--- src/rtl/axi_write_arbiter_pkg.sv ---
// Shared types and constants for the AXI write arbiter and its address
// decoder: FSM state encoding, slave indices, address-region map, BRESP code.
package axi_arb_pkg;

  typedef enum logic [1:0] {
    ST_IDLE = 2'd0,
    ST_ADDR = 2'd1,
    ST_DATA = 2'd2,
    ST_RESP = 2'd3
  } wr_arb_state_e;

  localparam int NUM_MST = 2;
  localparam int NUM_SLV = 6;

  localparam int SLV_ROM  = 0;
  localparam int SLV_IM   = 1;
  localparam int SLV_DM   = 2;
  localparam int SLV_DMA  = 3;
  localparam int SLV_WDT  = 4;
  localparam int SLV_DRAM = 5;

  // Regions are matched on address bits [31:16]
  localparam logic [15:0] ROM_BASE   = 16'h0000;
  localparam logic [15:0] IM_BASE    = 16'h0001;
  localparam logic [15:0] DM_BASE    = 16'h0002;
  localparam logic [15:0] DMA_BASE   = 16'h1002;
  localparam logic [15:0] WDT_BASE   = 16'h1001;
  localparam logic [15:0] DRAM_BASE  = 16'h2000;
  localparam logic [15:0] DRAM_LIMIT = 16'h201F;

  localparam logic [1:0] BRESP_DECERR = 2'b11;

  function automatic logic [NUM_SLV-1:0] slv_onehot(input int idx);
    logic [NUM_SLV-1:0] one_v;
    one_v = {{(NUM_SLV-1){1'b0}}, 1'b1};
    return one_v << idx;
  endfunction

endpackage

--- src/rtl/axi_write_arbiter_if.sv ---
// Handshake and select bundle between the write arbiter and its environment.
// master: the side driving requests/fire strobes; slave: the arbiter itself.
interface axi_write_arbiter_if #(
  parameter int ADDR_W = 32
);
  import axi_arb_pkg::*;

  logic [NUM_MST-1:0] awvalid_m;
  logic [ADDR_W-1:0]  awaddr_m1;
  logic [ADDR_W-1:0]  awaddr_m2;
  logic [NUM_MST-1:0] awready_m;
  logic [NUM_SLV-1:0] awvalid_s;
  logic [NUM_SLV-1:0] awready_s;
  logic               w_fire;
  logic               w_last;
  logic               b_fire;
  logic [NUM_MST-1:0] grant;
  logic [NUM_SLV-1:0] slave_sel;
  logic               decerr_wready;
  logic               decerr_bvalid;
  logic               busy;
  logic               timeout_err;

  modport master (
    output awvalid_m, awaddr_m1, awaddr_m2, awready_s, w_fire, w_last, b_fire,
    input  awready_m, awvalid_s, grant, slave_sel, decerr_wready,
           decerr_bvalid, busy, timeout_err
  );

  modport slave (
    input  awvalid_m, awaddr_m1, awaddr_m2, awready_s, w_fire, w_last, b_fire,
    output awready_m, awvalid_s, grant, slave_sel, decerr_wready,
           decerr_bvalid, busy, timeout_err
  );

endinterface

--- src/rtl/axi_write_arbiter_addr_decoder.sv ---
// Combinational address decoder: upper 16 address bits -> one-hot slave
// select, or decerr when no region matches. Shared with the read arbiter.
module axi_addr_decoder
  import axi_arb_pkg::*;
#(
  parameter int ADDR_W = 32
) (
  input  logic [ADDR_W-1:0]  addr,
  output logic               decerr,
  output logic [NUM_SLV-1:0] slave_sel
);

  logic [15:0] region_s;
  logic        unused_lo_s;

  assign region_s    = addr[ADDR_W-1 -: 16];
  assign unused_lo_s = ^addr[ADDR_W-17:0];

  // Map the region field onto a slave, anything unmapped is a decode error
  always_comb begin
    slave_sel = '0;
    decerr    = 1'b0;
    if (region_s == ROM_BASE) begin
      slave_sel = slv_onehot(SLV_ROM);
    end else if (region_s == IM_BASE) begin
      slave_sel = slv_onehot(SLV_IM);
    end else if (region_s == DM_BASE) begin
      slave_sel = slv_onehot(SLV_DM);
    end else if (region_s == DMA_BASE) begin
      slave_sel = slv_onehot(SLV_DMA);
    end else if (region_s == WDT_BASE) begin
      slave_sel = slv_onehot(SLV_WDT);
    end else if ((region_s >= DRAM_BASE) && (region_s <= DRAM_LIMIT)) begin
      slave_sel = slv_onehot(SLV_DRAM);
    end else begin
      decerr = 1'b1;
    end
  end

endmodule

--- src/rtl/axi_write_arbiter.sv ---
// AXI write-path arbiter: round-robin between M1 (CPU) and M2 (DMA), decodes
// the target slave and holds the pairing from AW through B. Unmapped writes
// are absorbed internally with DECERR.
// Optional watchdog: define AXI_WR_ARB_TIMEOUT_EN to abort stuck transactions.
module axi_write_arbiter
  import axi_arb_pkg::*;
#(
  parameter int ADDR_W  = 32,
  parameter int TIMEOUT = 1024
) (
  input  logic               clk,
  input  logic               rst,
  axi_write_arbiter_if.slave bus
);

  localparam logic [15:0] TMO_LIM = 16'(TIMEOUT - 1);

  wr_arb_state_e      state_r;
  logic [NUM_MST-1:0] grant_r;
  logic [NUM_SLV-1:0] sel_r;
  logic               decerr_r;
  logic               rr_ptr_r;     // 0: M1 wins a tie, 1: M2 wins a tie
  logic               wready_r;
  logic               bvalid_r;
  logic               busy_r;
  logic               tmo_err_r;

  logic               pick_m2_s;
  logic [ADDR_W-1:0]  req_addr_s;
  logic               dec_err_s;
  logic [NUM_SLV-1:0] dec_sel_s;
  logic [NUM_MST-1:0] awready_m_s;
  logic [NUM_SLV-1:0] awvalid_s_s;
  logic               aw_fire_s;
  logic               tmo_hit_s;

  // Choose the requester that would win arbitration this cycle
  always_comb begin
    pick_m2_s  = 1'b0;
    req_addr_s = bus.awaddr_m1;
    if (bus.awvalid_m == 2'b10) begin
      pick_m2_s = 1'b1;
    end else if (bus.awvalid_m == 2'b11) begin
      pick_m2_s = rr_ptr_r;
    end else begin
      pick_m2_s = 1'b0;
    end
    if (pick_m2_s) begin
      req_addr_s = bus.awaddr_m2;
    end else begin
      req_addr_s = bus.awaddr_m1;
    end
  end

  axi_addr_decoder #(
    .ADDR_W   (ADDR_W)
  ) u_dec (
    .addr     (req_addr_s),
    .decerr   (dec_err_s),
    .slave_sel(dec_sel_s)
  );

  // Route the AW handshake between the granted master and selected slave
  always_comb begin
    awvalid_s_s = '0;
    awready_m_s = '0;
    if (state_r == ST_ADDR) begin
      if (decerr_r) begin
        awready_m_s = grant_r;
      end else begin
        awvalid_s_s = sel_r & {NUM_SLV{|(bus.awvalid_m & grant_r)}};
        awready_m_s = grant_r & {NUM_MST{|(bus.awready_s & sel_r)}};
      end
    end else begin
      awvalid_s_s = '0;
      awready_m_s = '0;
    end
  end

  assign aw_fire_s = |(awvalid_s_s & bus.awready_s);

`ifdef AXI_WR_ARB_TIMEOUT_EN
  logic [15:0]   tmo_cnt_r;
  wr_arb_state_e last_state_r;
  logic [15:0]   tmo_cur_s;

  // A state change restarts the count; this is the cycle index in the state
  assign tmo_cur_s = (state_r != last_state_r) ? 16'd0 : tmo_cnt_r;
  assign tmo_hit_s = (state_r != ST_IDLE) && (tmo_cur_s == TMO_LIM);

  // Watchdog counter: cycles spent in the current non-idle state
  always_ff @(posedge clk or negedge rst) begin
    if (!rst) begin
      tmo_cnt_r    <= 16'd0;
      last_state_r <= ST_IDLE;
    end else begin
      last_state_r <= state_r;
      if (state_r == ST_IDLE) begin
        tmo_cnt_r <= 16'd0;
      end else begin
        tmo_cnt_r <= tmo_cur_s + 16'd1;
      end
    end
  end
`else
  logic unused_tmo_s;

  assign unused_tmo_s = ^TMO_LIM;
  assign tmo_hit_s    = 1'b0;
`endif

  // Transaction FSM with registered grant/select and sink outputs
  always_ff @(posedge clk or negedge rst) begin
    if (!rst) begin
      state_r   <= ST_IDLE;
      grant_r   <= '0;
      sel_r     <= '0;
      decerr_r  <= 1'b0;
      rr_ptr_r  <= 1'b0;
      wready_r  <= 1'b0;
      bvalid_r  <= 1'b0;
      busy_r    <= 1'b0;
      tmo_err_r <= 1'b0;
    end else begin
      tmo_err_r <= 1'b0;
      case (state_r)
        ST_IDLE: begin
          if (|bus.awvalid_m) begin
            state_r  <= ST_ADDR;
            grant_r  <= pick_m2_s ? 2'b10 : 2'b01;
            sel_r    <= dec_sel_s;
            decerr_r <= dec_err_s;
            busy_r   <= 1'b1;
          end
        end
        ST_ADDR: begin
          if (decerr_r || aw_fire_s) begin
            state_r  <= ST_DATA;
            wready_r <= decerr_r;
          end
        end
        ST_DATA: begin
          if (bus.w_fire && bus.w_last) begin
            state_r  <= ST_RESP;
            wready_r <= 1'b0;
            bvalid_r <= decerr_r;
          end
        end
        ST_RESP: begin
          if (bus.b_fire) begin
            state_r  <= ST_IDLE;
            grant_r  <= '0;
            sel_r    <= '0;
            decerr_r <= 1'b0;
            bvalid_r <= 1'b0;
            busy_r   <= 1'b0;
            rr_ptr_r <= grant_r[0];
          end
        end
        default: begin
          state_r  <= ST_IDLE;
          grant_r  <= '0;
          sel_r    <= '0;
          decerr_r <= 1'b0;
          wready_r <= 1'b0;
          bvalid_r <= 1'b0;
          busy_r   <= 1'b0;
        end
      endcase
      if (tmo_hit_s) begin
        state_r   <= ST_IDLE;
        grant_r   <= '0;
        sel_r     <= '0;
        decerr_r  <= 1'b0;
        wready_r  <= 1'b0;
        bvalid_r  <= 1'b0;
        busy_r    <= 1'b0;
        tmo_err_r <= 1'b1;
        rr_ptr_r  <= ~rr_ptr_r;
      end
    end
  end

  assign bus.awready_m     = awready_m_s;
  assign bus.awvalid_s     = awvalid_s_s;
  assign bus.grant         = grant_r;
  assign bus.slave_sel     = sel_r;
  assign bus.decerr_wready = wready_r;
  assign bus.decerr_bvalid = bvalid_r;
  assign bus.busy          = busy_r;
  assign bus.timeout_err   = tmo_err_r;

endmodule

--- src/flat_wrapper.sv ---
// flat-port wrapper written by rule: the top's interface ports become plain ports
module axi_write_arbiter_flat import axi_arb_pkg::*;
#(
  parameter int ADDR_W  = 32,
  parameter int TIMEOUT = 1024
)
  (clk, rst, bus_awvalid_m, bus_awaddr_m1, bus_awaddr_m2, bus_awready_s, bus_w_fire, bus_w_last, bus_b_fire, bus_awready_m, bus_awvalid_s, bus_grant, bus_slave_sel, bus_decerr_wready, bus_decerr_bvalid, bus_busy, bus_timeout_err);
  axi_write_arbiter_if #(.ADDR_W(ADDR_W)) bus_i ();
  input  logic clk;
  input  logic rst;
  input wire logic [$bits(bus_i.awvalid_m)-1:0] bus_awvalid_m;
  input wire logic [$bits(bus_i.awaddr_m1)-1:0] bus_awaddr_m1;
  input wire logic [$bits(bus_i.awaddr_m2)-1:0] bus_awaddr_m2;
  input wire logic [$bits(bus_i.awready_s)-1:0] bus_awready_s;
  input wire logic [$bits(bus_i.w_fire)-1:0] bus_w_fire;
  input wire logic [$bits(bus_i.w_last)-1:0] bus_w_last;
  input wire logic [$bits(bus_i.b_fire)-1:0] bus_b_fire;
  output wire logic [$bits(bus_i.awready_m)-1:0] bus_awready_m;
  output wire logic [$bits(bus_i.awvalid_s)-1:0] bus_awvalid_s;
  output wire logic [$bits(bus_i.grant)-1:0] bus_grant;
  output wire logic [$bits(bus_i.slave_sel)-1:0] bus_slave_sel;
  output wire logic [$bits(bus_i.decerr_wready)-1:0] bus_decerr_wready;
  output wire logic [$bits(bus_i.decerr_bvalid)-1:0] bus_decerr_bvalid;
  output wire logic [$bits(bus_i.busy)-1:0] bus_busy;
  output wire logic [$bits(bus_i.timeout_err)-1:0] bus_timeout_err;
  assign bus_i.awvalid_m = bus_awvalid_m;
  assign bus_i.awaddr_m1 = bus_awaddr_m1;
  assign bus_i.awaddr_m2 = bus_awaddr_m2;
  assign bus_i.awready_s = bus_awready_s;
  assign bus_i.w_fire = bus_w_fire;
  assign bus_i.w_last = bus_w_last;
  assign bus_i.b_fire = bus_b_fire;
  assign bus_awready_m = bus_i.awready_m;
  assign bus_awvalid_s = bus_i.awvalid_s;
  assign bus_grant = bus_i.grant;
  assign bus_slave_sel = bus_i.slave_sel;
  assign bus_decerr_wready = bus_i.decerr_wready;
  assign bus_decerr_bvalid = bus_i.decerr_bvalid;
  assign bus_busy = bus_i.busy;
  assign bus_timeout_err = bus_i.timeout_err;
  axi_write_arbiter #(.ADDR_W(ADDR_W), .TIMEOUT(TIMEOUT)) u_core (.clk(clk), .rst(rst), .bus(bus_i));
endmodule
--- config.mk ---
export PLATFORM = sky130hd
export DESIGN_NAME = axi_write_arbiter_flat
export DESIGN_NICKNAME = d
export VERILOG_FILES = /design/src/rtl/axi_write_arbiter_pkg.sv /design/src/rtl/axi_write_arbiter_if.sv /design/src/rtl/axi_write_arbiter_addr_decoder.sv /design/src/rtl/axi_write_arbiter.sv /design/src/flat_wrapper.sv
export SDC_FILE = /design/constraint.sdc
export NUM_CORES = 1
export LEC_CHECK = 0
export BUFFER_PORTS_ARGS = -buffer_cell sky130_fd_sc_hd__buf_2
export CORE_MARGIN = 5
export CORE_UTILIZATION = 34
export CTS_BUF_LIST = sky130_fd_sc_hd__clkbuf_16
export CTS_CLUSTER_DIAMETER = 50
export DETAILED_ROUTE_END_ITERATION = 12
export HOLD_SLACK_MARGIN = 0.1
export PLACE_DENSITY = 0.86
export SLEW_MARGIN = 40
export SYNTH_ARGS = -nofsm -noshare
export SYNTH_HDL_FRONTEND = slang
export SYNTH_SLANG_ARGS = --single-unit
--- constraint.sdc ---
create_clock -name clk -period 1.78 [get_ports clk]
set_input_delay 0.178 -clock clk [delete_from_list [all_inputs] [get_ports clk]]
set_output_delay 0.178 -clock clk [all_outputs]
set_load 0.02 [all_outputs]
==> Word level (Yosys, flattened, before mapping) <==
Index checks and enable logic that the tools add are counted.
Widths: inputs -> output; s select.
{ "totals": {"ram_bits": 0, "memories": 0, "inputBits": 77, "register_bits": 15, "out_inout_bits": 20, "elab_cells": 85, "latchBits": 0, "mem_bits_ro": 0} }
{ "classes": {"muxes": 40, "n_lt_le_gt_ge": 2, "n_eq_ne": 13, "n_addsub": 0, "n_mul": 0, "div_mod_pow": 0, "bitwise": 5, "n_shift": 0, "n_reduce_logical": 17} }
{ "ops": {"columns": ["op", "count"], "rows": [
  ["$mux 6", 10],
  ["$eq 16x13->1 const B", 2],
  ["$mux 32", 1],
  ["$and 6x6->6", 3],
  ["$eq 16x1->1 const B", 1],
  ["$eq 16x2->1 const B", 1],
  ["$ge 16x14->1 const B", 1],
  ["$le 16x14->1 const B", 1],
  ["$logic_not 16->1", 1],
  ["$mux 2", 8],
  ["$mux 1", 14],
  ["$pmux 6 s2", 1],
  ["$reduce_or 6->1", 2],
  ["$reduce_and 3->1", 3],
  ["$eq 2x2->1 const B", 4],
  ["$pmux 1 s2", 4],
  ["$pmux 2 s4", 1],
  ["$reduce_bool 2->1", 3],
  ["$and 2x2->2", 2],
  ["$ne 2x1->1 const B", 2],
  ["$ne 2x2->1 const B", 2],
  ["$pmux 2 s2", 1],
  ["$reduce_and 4->1", 1],
  ["$reduce_or 2->1", 2],
  ["5 further kinds", 6]
]} }

==> Logic depth before layout (Yosys ltp) <==
Gate-level depths: netlist of run 1.
{ "depth": {"ltp_word": 14, "mapped_depth": 7, "mapped_depth_nobuf": 7} }

==> Hierarchy <==
A second synthesis of run 1 with hierarchy kept.
{ "unflattened": {"cells_unflattened": 137, "area_unflattened_um2": 1421.4} }
{ "by_module_without_submodules": {"columns": ["module", "area_each_um2", "seq_area_each_um2", "n_inst", "cells_each"], "rows": [
  ["axi_write_arbiter", 1282.5, 375.4, 1, 119],
  ["axi_addr_decoder", 138.9, 0.0, 1, 18]
]} }

==> Least setup slack after synthesis of run 1 <==
OpenSTA, ideal clock, no wires.
{ "synth_timing": {"path_kind": "register -> register", "start": "reg u_core.state_r[0]", "end": "reg u_core.sel_r[3], in the netlist u_core.bus.slave_sel[3]", "path_slack_ps": -58, "setup_ps": 74, "stages_incl_launch_ff": 7, "synth_period_minus_slack_ps": 1838, "t_required_ps": 1706, "t_arrival_ps": 1764, "n_path_buf": 1, "path_cell_list": "dfrtp_1 ha_1 clkbuf_1 nand2b_1 o221ai_1 or4_4 o21ai_2"} }
{ "synth_between": {"elab_chain_len": 3, "elab_cells_between_ends": 7, "cone_classes": "eq/ne: 3; mux: 1; reduce/logical: 3"} }
{ "synth_lines": {"columns": ["element", "line_no", "text"], "rows": [
  ["start: declaration", "axi_write_arbiter.sv:18", "wr_arb_state_e state_r;"],
  ["start signal: assignment", "axi_write_arbiter.sv:115", "state_r <= ST_IDLE;"],
  ["start signal: assignment", "axi_write_arbiter.sv:129", "state_r <= ST_ADDR;"],
  ["start signal: assignment", "axi_write_arbiter.sv:138", "state_r <= ST_DATA;"],
  ["$eq 2x2->1 or $logic_not 2->1 (tied branches)", "axi_write_arbiter.sv:126", "case (state_r)"],
  ["$ne 2x2->1 (no source line), or another cell as far along", null, null],
  ["$reduce_and 3->1 (no source line)", null, null],
  ["end signal: assignment", "axi_write_arbiter.sv:131", "sel_r <= dec_sel_s;"],
  ["end: declaration", "axi_write_arbiter.sv:20", "logic [NUM_SLV-1:0] sel_r;"]
]} }
Several ways; a longest one is shown, not always the timed one.
A chain may end at the register's enable or synchronous reset.

==> Final worst setup path of run 1 <==
{ "layout_timing": {"start": "reg u_core.state_r[1]", "end": "reg u_core.sel_r[3], in the netlist u_core.bus.slave_sel[3]"} }
The elaborated chain is that of the path after synthesis.

==> summary.md, run 1 <==
| Metric | Value |
|---|---|
| Fin nets | `281` |
| Final core utilization | `54.5%` |
| DR DRC count | `0` |
| CTS tree | `yes` |
| Period minus WS final | `1.68 ns` |
| Pins Over Slew Limit | `0` |
| Gate power share | `11.3%` |
| Required @ worst endpoint | `1.96 ns` |
| Post-synth cell types | `44` |
| Via count of the first global-routing pass | `1145` |
| Die Area | `0.00456 mm²` |
| Clk Latency, worst-skew pair | `0.25 ns` |
| Drt total wl | `3180 µm` |
| Worst Setup SP | `u_core.state_r[1]$_DFFE_PN0P_` |
| Internal | `0.699 mW` |
| Largest area contributor in the netlist | `dfrtp_1` |
| Worst Reg2Reg Path Length in Cells | `6` |
| Via/cell ratio | `4.98` |
| Sequential Power Share | `38.1%` |
| Clk root buf | `clkbuf_16` |
| Die W | `67.6 µm` |
| Synth top area cells | `dfrtp_1 (33%), ha_1 (5.6%), nand2_1 (4.7%)` |
| Reg2reg start | `u_core.state_r[1]$_DFFE_PN0P_` |
| FF-to-FF End | `u_core.bus.slave_sel[3]$_DFFE_PN0P_` |
| Setup violators final | `0` |
| Yosys warns | `0` |
| Vias post-DR | `1204` |
| RePlAce Congestion | `0.820` |
| Port bufs | `63` |
| Final std cell area, no fill | `0.00169 mm²` |
| FF+latch count, synth | `15` |
| Post-synthesis cell count | `124` |
| Setup TNS | `0 ns` |
| Leak pwr | `0.839 nW` |
| Setup CP Type | `flop to flop` |
| CTS H-tree depth | `1` |
| Post-DRT Antenna Nets | `0` |
| Pin count of the biggest net entering global routing | `16` |
| Max-Cap Viols | `0` |
| Unrepaired setup endpoints after global routing | `no` |
| Dpl cell area | `0.00154 mm²` |
| Worst Path Max Fanout | `4` |
| Final HPWL DP | `2670 µm` |
| Worst setup path end | `u_core.bus.slave_sel[3]$_DFFE_PN0P_` |
| DR iter-0 viols | `39` |
| Nature of the critical path endpoint | `flop` |
| Ys flop type | `dfrtp_1` |
| Filler cell count | `307` |
| Seq/Total Area, Yosys | `33.3%` |
| Max Clk Rate | `597 MHz` |
| Fin. Hold Viols | `0` |
| CP Data Arrival Time | `1.86 ns` |
| Period utilization | `94.1%` |
| CTS Buf Count | `3` |
| Layout cell share with drive strength beyond 1 | `48.0%` |
| GR Overflow Total | `0` |
| Final Power | `0.895 mW` |
| Syn_nets | `206` |
| Maximum vdd drop | `288 µV` |
| Final worst slack | `0.105 ns` |
| Core ar. | `0.00310 mm²` |
| Antenna diode count | `0` |
| Switching Power | `0.196 mW` |
| Clock buffer depth | `2` |
| First drt pass iteration count | `4` |
| Pre-CTS setup slack | `0.0423 ns` |
| Initial core utilization | `36.3%` |
| Reg-to-reg setup timing slack | `0.10 ns` |
| Clock sink count | `15` |
| Die span in y | `67.6 µm` |
| Crit start category | `flop` |
| Rows | `20` |
| Yosys top cell area share | `33.3%` |
| Run status | `finished clean` |
| Hold_sp | `bus_b_fire` |
| Power Density | `529 mW/mm²` |
| Ys async rst share | `100%` |
| WL/cell | `13.1 µm` |
| Mean area per synthesized cell | `9.08 µm²` |
| Clk_skew | `0.00693 ns` |
| Post-Synthesis Cell Area | `0.00113 mm²` |
| HP Class | `input port to flop` |
| Number of synthesized flops with an enable pin | `0` |
| I/O pin count | `97` |
| Total routing usage reported by global routing | `14.2%` |
| Initial antenna violation count | `0` |
| Switching share of power | `21.9%` |
| Area delta synth->final | `50.1%` |
| Clock share of power | `50.6%` |
| Clk slew on worst S/H paths | `0.06 ns` |
| First-pass GRT wire length | `4990 µm` |
## through the flow
stage                     std cells  hold slack (ns)
final                           242            0.265
after global routing            242            0.264
after CTS                       239            0.265
after detailed placement        234            0.102
after global placement          234           0.0966
after floorplan                 124           -0.118
## cells in the final DEF (no fill, tap or decap), drive strengths merged, types with 4 or more instances in the layout
cell type | synthesis | final
ha | 5 | 5
and2 | 6 | 6
o31ai | 5 | 5
a22oi | 4 | 4
o21ai | 7 | 7
dfrtp | 15 | 15
nor3b | 5 | 5
buf | 2 | 73
nand2b | 5 | 5
nand3 | 4 | 4
nand2 | 14 | 14
nor2 | 10 | 10
## synth_stat cells, drive strengths merged (2+ instances only)
cell	n
dfrtp	15
nand2	14
nor2	10
o21ai	7
and2	6
ha	5
nand2b	5
nor3b	5
o31ai	5
a22oi	4
nand3	4
inv	3
mux2	3
mux2i	3
a211o	2
a21o	2
buf	2
clkbuf	2
nand3b	2
nor3	2
nor4	2
o211a	2
o32a	2
or2	2
or3	2
xnor2	2
## how the worst min path moves through the flow
stage / to / slack [ns] / cells after the start
detailed placement: u_core.bus.decerr_wready$_DFFE_PN0P_ / 0.10 / 1
floorplan: u_core.bus.busy$_DFFE_PN0P_ / -0.12 / 0
global route: u_core.rr_ptr_r$_DFFE_PN0P_ / 0.26 / 3
finish: u_core.rr_ptr_r$_DFFE_PN0P_ / 0.27 / 3
CTS: u_core.rr_ptr_r$_DFFE_PN0P_ / 0.26 / 3
global placement: u_core.bus.decerr_wready$_DFFE_PN0P_ / 0.1 / 1
## cell families after synthesis
kind of cell | count (synthesis) | synth area share, %
buf+inv | 7 | 2.78
flops | 15 | 33.3
mux | 6 | 5.67
simple gates | 57 | 29.8
xor+xnor | 2 | 1.56
other cells | 1 | 0.333
fa+ha+maj | 5 | 5.56
compound gates | 31 | 21.0
## critical path: stages (launching register included)
cell and delay (ns):
dfrtp_1 0.40, inv_2 0.08, ha_2 0.20, nand2b_1 0.10, o221ai_2 0.15, or4_4 0.55
o21ai_2 0.14
## sequential cells by signal (all words and copies together), names as in the netlist
signal and count:
u_core.bus.slave_sel 6, u_core.bus.grant 2, u_core.state_r 2, u_core.bus.busy 1, u_core.bus.decerr_bvalid 1, u_core.bus.decerr_wready 1, u_core.decerr_r 1, u_core.rr_ptr_r 1
## what timing repair did
action                                  4_1_cts  5_1_grt
pin swaps                                     0        1
hold buffers                                  1        0
buffers inserted                              0        3
hold endpoints to repair                     15        0
endpoints found under the setup margin        6       13
gates resized for setup                       3        8
## final cells by class
class | count | area (µm²) | share of cell area [%]
clock buffer | 3 | 75.1 | 4.44
clock inverter | 1 | 7.51 | 0.444
inverter | 3 | 11.3 | 0.666
multi-input combinational | 102 | 766 | 45.3
sequential | 15 | 375 | 22.2
tap | 44 | 55.1 | 3.26
timing repair buffer | 74 | 400 | 23.7
## power by group through the flow
stage | Sequential (mW) | Clock (mW) | Combinational, mW
CTS | 0.341 | 0.457 | 0.100
finish | 0.341 | 0.453 | 0.101
detailed placement | 0.347 | 0 | 0.0985
floorplan | 0.347 | 0 | 0.0311
global route | 0.341 | 0.480 | 0.112
global placement | 0.347 | 0 | 0.0962
## routing by layer
layer  GRT usage, %  part of all wire, %  up-vias
li1               -                    -      601
met5              0                    0        -
met2           24.9                   50       54
met3           2.33                  7.5        6
met4           5.32                  1.6        0
met1           17.2                   41      543
No activity file was read; power rests on OpenSTA's default activity.
==> run 2: changes to the inputs <==
PLACE_DENSITY = 0.78   (was 0.86)
SLEW_MARGIN = 20   (was 40)
==> run 2 against run 1 <==
Effect of this change: fmax fell by 0.53%; cell count fell by 1.2%; clock skew fell by 0.0049 ns; non-clock buffer count fell by 3; utilization fell by 1.0 points; first-iteration DRC count rose by 44%; via count rose by 1.2%; sequential power barely moved; final area fell by 1.9%; routed wire length fell by 2.7%; worst hold slack improved by 0.012 ns; critical path type unchanged; largest cell class unchanged; largest power group unchanged.
==> summary.md, run 2 (synthesis gave the netlist of run 1 again) <==
| Metric | Value |
|---|---|
| Setup violators final | `0` |
| Die span in y | `67.6 µm` |
| Final std cell area, no fill | `0.00166 mm²` |
| I/O pin count | `97` |
| Internal | `0.692 mW` |
| Gr busiest metal | `met2` |
| First-pass GRT wire length | `4930 µm` |
| Final worst slack | `0.0956 ns` |
| Setup CP Type | `flop to flop` |
| CTS H-tree depth | `1` |
| Pre-CTS setup slack | `0.0256 ns` |
| Via count of the first global-routing pass | `1148` |
| Critical path's largest stage delay | `0.40 ns` |
| Pins Over Slew Limit | `0` |
| Total routing usage reported by global routing | `14.4%` |
| Core ar. | `0.00310 mm²` |
| GR Layer Usage met2 | `24.2%` |
| Layout cell share with drive strength beyond 1 | `46.7%` |
| Sum of buffers and inverters on the critical path | `1` |
| Fin. Hold Viols | `0` |
| Crit-path cells | `nand2b_4 -> nand2_1 -> buf_4 -> o32a_2 -> or2_1 -> o31ai_1` |
| Max-Cap Viols | `0` |
| Clock share of power | `49.0%` |
| Crit start category | `flop` |
| Final HPWL DP | `2630 µm` |
| Period utilization | `94.6%` |
| GR Overflow Total | `0` |
| Run status | `finished clean` |
| Clk Latency, worst-skew pair | `0.24 ns` |
| Vias post-DR | `1219` |
| CP Data Arrival Time | `1.84 ns` |
| Filler cell count | `290` |
| Antenna diode count | `0` |
| WL/cell | `12.9 µm` |
| Max Clk Rate | `594 MHz` |
| Initial antenna violation count | `0` |
| Period minus WS final | `1.68 ns` |
| Clk slew on worst S/H paths | `0.05 ns` |
| Die Area | `0.00456 mm²` |
| Fin nets | `278` |
| First drt pass iteration count | `4` |
| GRT met3 Usage | `2.66%` |
| Setup TNS | `0 ns` |
| Via/cell ratio | `5.10` |
| DR iter-0 viols | `56` |
| Met1 global-route usage | `17.0%` |
| Cell count after placement | `234` |
| Largest register FFs | `6` |
| Switching share of power | `20.3%` |
| CTS Buf Count | `3` |
| DR DRC count | `0` |
| HP Class | `input port to flop` |
| Clock sink count | `15` |
| Worst path slowest cell | `o32a_2` |
| Clock buffer depth | `2` |
| Unrepaired setup endpoints after global routing | `no` |
| Die W | `67.6 µm` |
| Area delta synth->final | `47.2%` |
| Rows | `20` |
| Clk_skew | `0.00207 ns` |
| Clk root buf | `clkbuf_16` |
| CTS tree | `yes` |
| Maximum vdd drop | `282 µV` |
| Drt total wl | `3090 µm` |
| Initial core utilization | `36.3%` |
| Required @ worst endpoint | `1.93 ns` |
| Sequential Power Share | `39.4%` |
| Nature of the critical path endpoint | `flop` |
| Dpl cell area | `0.00154 mm²` |
| Most frequent cells in the layout | `buf_2 (63), nand2_1 (14), dfrtp_1 (14)` |
| Pin count of the biggest net entering global routing | `16` |
| RePlAce Congestion | `0.754` |
| Commonest non-fill, non-tap cell in the layout | `buf_2` |
| Port bufs | `63` |
| Post-DRT Antenna Nets | `0` |
| Crit path max-delay family | `compound AO/OA/AOI/OAI gates` |
| Post-layout instance count excluding filler cells | `239` |
| Switching Power | `0.177 mW` |
| Worst Path Max Fanout | `5` |
| Leak pwr | `0.827 nW` |
| Gate power share | `11.6%` |
| Power Density | `524 mW/mm²` |
-- run 2: cell types whose count changed in the layout (fill, tap and decap cells not counted) --
cell        before  now
clkinvlp_4       1    0
inv_1            1    2
nand2b_4         2    1
nand2b_1         2    3
dfrtp_1         15   14
buf_4           10    7
dfrtp_2          0    1
-- run 2: through the flow --
step / power, mW / hold slack, ns / utilization (%)
floorplan: 0.378 / -0.118 / -
global placement: 0.443 / 0.0944 / 49.5
detailed placement: 0.446 / 0.0942 / 49.5
CTS: 0.880 / 0.275 / 52.8
global route: 0.908 / 0.288 / 53.4
finish: 0.869 / 0.277 / 53.4
-- run 2: path summary, 6_finish.rpt --
path / cells after the start / slack (ns) / endpoint / start
setup / recovery: 6 / 0.1 / u_core.bus.slave_sel[0]$_DFFE_PN0P_ / u_core.rr_ptr_r$_DFFE_PN0P_
hold / removal: 3 / 0.28 / u_core.rr_ptr_r$_DFFE_PN0P_ / bus_b_fire
setup reg to reg: 6 / 0.1 / u_core.bus.slave_sel[0]$_DFFE_PN0P_ / u_core.rr_ptr_r$_DFFE_PN0P_
hold reg to reg: 1 / 0.47 / u_core.bus.busy$_DFFE_PN0P_ / u_core.bus.busy$_DFFE_PN0P_
max in group asynchronous: 2 / 1.14 / u_core.state_r[0]$_DFFE_PN0P_ / rst
min in group asynchronous: 2 / 0.37 / u_core.bus.decerr_wready$_DFFE_PN0P_ / rst
-- run 2: power groups by stage --
stage,logic [mW],clock network (mW),registers (mW)
after floorplan,0.0311,0,0.347
after global placement,0.0963,0,0.347
after detailed placement,0.0988,0,0.347
after CTS,0.101,0.437,0.342
after global routing,0.113,0.453,0.342
final,0.101,0.426,0.342
-- run 2: cell type report --
type	instances	area, µm²	share of cell area, %
multi-input cells	102	758	45.7
flip-flops and latches	15	377	22.7
clock buffers	3	75.1	4.53
repair buffers	71	378	22.8
well taps	44	55.1	3.32
clock inverters	1	3.75	0.226
inverters	3	11.3	0.679
-- run 2: worst register-to-register path, cell delays in order (launching register included) --
cell	delay, ns
dfrtp_1	0.34
nand2b_4	0.15
nand2_1	0.07
buf_4	0.16
o32a_2	0.40
or2_1	0.23
o31ai_1	0.22
-- run 2: timing repair --
action / CTS / global route
hold endpoints to repair: 15 / 0
hold buffers: 1 / 0
cloned: 0 / 0
buffers inserted: 0 / 0
gates resized for setup: 4 / 7
endpoints found under the setup margin: 6 / 13
pin swaps: 1 / 1
-- run 2: metal layers --
layer | up-vias | share of wire [%] | wire (µm)
li1 | 599 | - | -
met1 | 551 | 43 | 1320
met2 | 64 | 44 | 1380
met3 | 5 | 11 | 336
met4 | 0 | 2.1 | 65
met5 | - | 0 | 0
==> run 3: changes to the inputs <==
CORE_ASPECT_RATIO = 1.5   (was default)
==> run 3 against run 2 <==
Effect of this change: total power rose by 2.1%; routed wire length fell by 1.5%; cell count fell by 2.1%; register-to-register slack barely moved; via count fell by 1.5%; combinational power barely moved; clock power rose by 4%; critical path type unchanged; largest cell class unchanged; largest power group unchanged.
==> summary.md, run 3 (synthesis gave the netlist of run 1 again) <==
| Metric | Value |
|---|---|
| Clk slew on worst S/H paths | `0.05 ns` |
| Worst setup path end | `u_core.state_r[1]$_DFFE_PN0P_` |
| Die W | `57.0 µm` |
| Run status | `finished clean` |
| Die Area | `0.00459 mm²` |
| Total routing usage reported by global routing | `14.1%` |
| Worst Reg2Reg Path Length in Cells | `6` |
| Filler cell count | `303` |
| Period minus WS final | `1.70 ns` |
| Port bufs | `63` |
| Largest register FFs | `6` |
| Setup violators final | `0` |
| Core ar. | `0.00319 mm²` |
| Worst path slowest cell | `dfrtp_2` |
| Setup CP Type | `flop to flop` |
| Pin count of the biggest net entering global routing | `16` |
| Clk root buf | `clkbuf_16` |
| Sum of buffers and inverters on the critical path | `1` |
| Max-Cap Viols | `0` |
| Post-layout instance count excluding filler cells | `234` |
| Cell count after placement | `228` |
| WL/cell | `13.0 µm` |
| Final HPWL DP | `2620 µm` |
| Worst Setup SP | `u_core.state_r[0]$_DFFE_PN0P_` |
| Initial antenna violation count | `0` |
| Layout cell share with drive strength beyond 1 | `47.4%` |
| Fin nets | `277` |
| Crit-path cells | `buf_4 -> ha_4 -> nand2b_1 -> nor2_1 -> a211o_1 -> mux2_1` |
| Clk_skew | `0.00516 ns` |
| Final core utilization | `51.8%` |
| CTS Buf Count | `3` |
| First-pass GRT wire length | `5150 µm` |
| Leak pwr | `0.825 nW` |
| Via/cell ratio | `5.13` |
| RePlAce Congestion | `0.723` |
| Final Power | `0.887 mW` |
| Fin. Hold Viols | `0` |
| Reg-to-reg setup timing slack | `0.08 ns` |
| Antenna diode count | `0` |
| CTS tree | `yes` |
| Initial core utilization | `35.3%` |
| Area delta synth->final | `46.7%` |
| Maximum vdd drop | `403 µV` |
| Clock buffer depth | `2` |
| Via count of the first global-routing pass | `1205` |
| Die span in y | `80.5 µm` |
| CP Depth | `6` |
| Clk Latency, worst-skew pair | `0.25 ns` |
| Critical path's largest stage delay | `0.42 ns` |
| Unrepaired setup endpoints after global routing | `no` |
| Final std cell area, no fill | `0.00165 mm²` |
| Period utilization | `95.5%` |
| Rows | `25` |
| FF-to-FF End | `u_core.state_r[1]$_DFFE_PN0P_` |
| I/O pin count | `97` |
| First drt pass iteration count | `4` |
| Setup TNS | `0 ns` |
| Final worst slack | `0.0807 ns` |
| DR iter-0 viols | `25` |
| Worst hold slack | `0.269 ns` |
| Pre-CTS setup slack | `-0.0286 ns` |
| Crit path max-delay family | `flip-flops` |
| CP Data Arrival Time | `1.83 ns` |
| DR DRC count | `0` |
| Vias post-DR | `1201` |
| Nature of the critical path endpoint | `flop` |
| Worst Path Max Fanout | `4` |
| Drt total wl | `3050 µm` |
| Most frequent cells in the layout | `buf_2 (63), dfrtp_1 (14), nand2_1 (13)` |
| CTS H-tree depth | `1` |
| Pins Over Slew Limit | `0` |
| Max Clk Rate | `588 MHz` |
| GR Overflow Total | `0` |
| Crit start category | `flop` |
| Reg2reg start | `u_core.state_r[0]$_DFFE_PN0P_` |
| Clock sink count | `15` |
| Post-DRT Antenna Nets | `0` |
| HP Class | `input port to flop` |
| Dpl cell area | `0.00152 mm²` |
| Required @ worst endpoint | `1.91 ns` |
| Power Density | `537 mW/mm²` |
| Commonest non-fill, non-tap cell in the layout | `buf_2` |
run 3: power breakdown:
group	switching, mW	internal [mW]
Combinational	0.0474	0.0534
Clock	0.144	0.300
Sequential	0	0.342
run 3: worst min path at each step:
stage	from	endpoint	cells after the start
floorplan	rst	u_core.bus.busy$_DFFE_PN0P_	0
global placement	rst	u_core.state_r[0]$_DFFE_PN0P_	1
detailed placement	rst	u_core.state_r[0]$_DFFE_PN0P_	1
CTS	bus_b_fire	u_core.rr_ptr_r$_DFFE_PN0P_	3
global route	bus_b_fire	u_core.rr_ptr_r$_DFFE_PN0P_	3
finish	bus_b_fire	u_core.rr_ptr_r$_DFFE_PN0P_	3
run 3: layout make-up:
class / instances / area (µm²) / share of cell area [%]
multi-input combinational: 102 / 763 / 46.2
sequential: 15 / 377 / 22.8
timing repair buffer: 70 / 370 / 22.4
clock buffer: 3 / 75.1 / 4.55
tap: 40 / 50.0 / 3.03
inverter: 3 / 11.3 / 0.682
clock inverter: 1 / 5.00 / 0.303
run 3: routing by layer:
metal | GRT usage (%) | routed length (µm) | vias up | part of all wire, %
met1 | 15.9 | 1180 | 530 | 39
met4 | 7.66 | 87 | 0 | 2.9
li1 | - | - | 600 | -
met3 | 2.41 | 289 | 8 | 9.5
met5 | 0 | 0 | - | 0
met2 | 24.7 | 1490 | 63 | 49
run 3: what timing repair did:
action | 4_1_cts | 5_1_grt
endpoints found under the setup margin | 7 | 10
hold endpoints to repair | 15 | 0
hold buffers | 1 | 0
buffers inserted | 0 | 1
gates resized for setup | 5 | 7
pin swaps | 0 | 1
run 3: tightest hold or removal path, cell delays in order:
cell and delay (ns):
buf_2 0.10, nand2_1 0.06, mux2_2 0.14
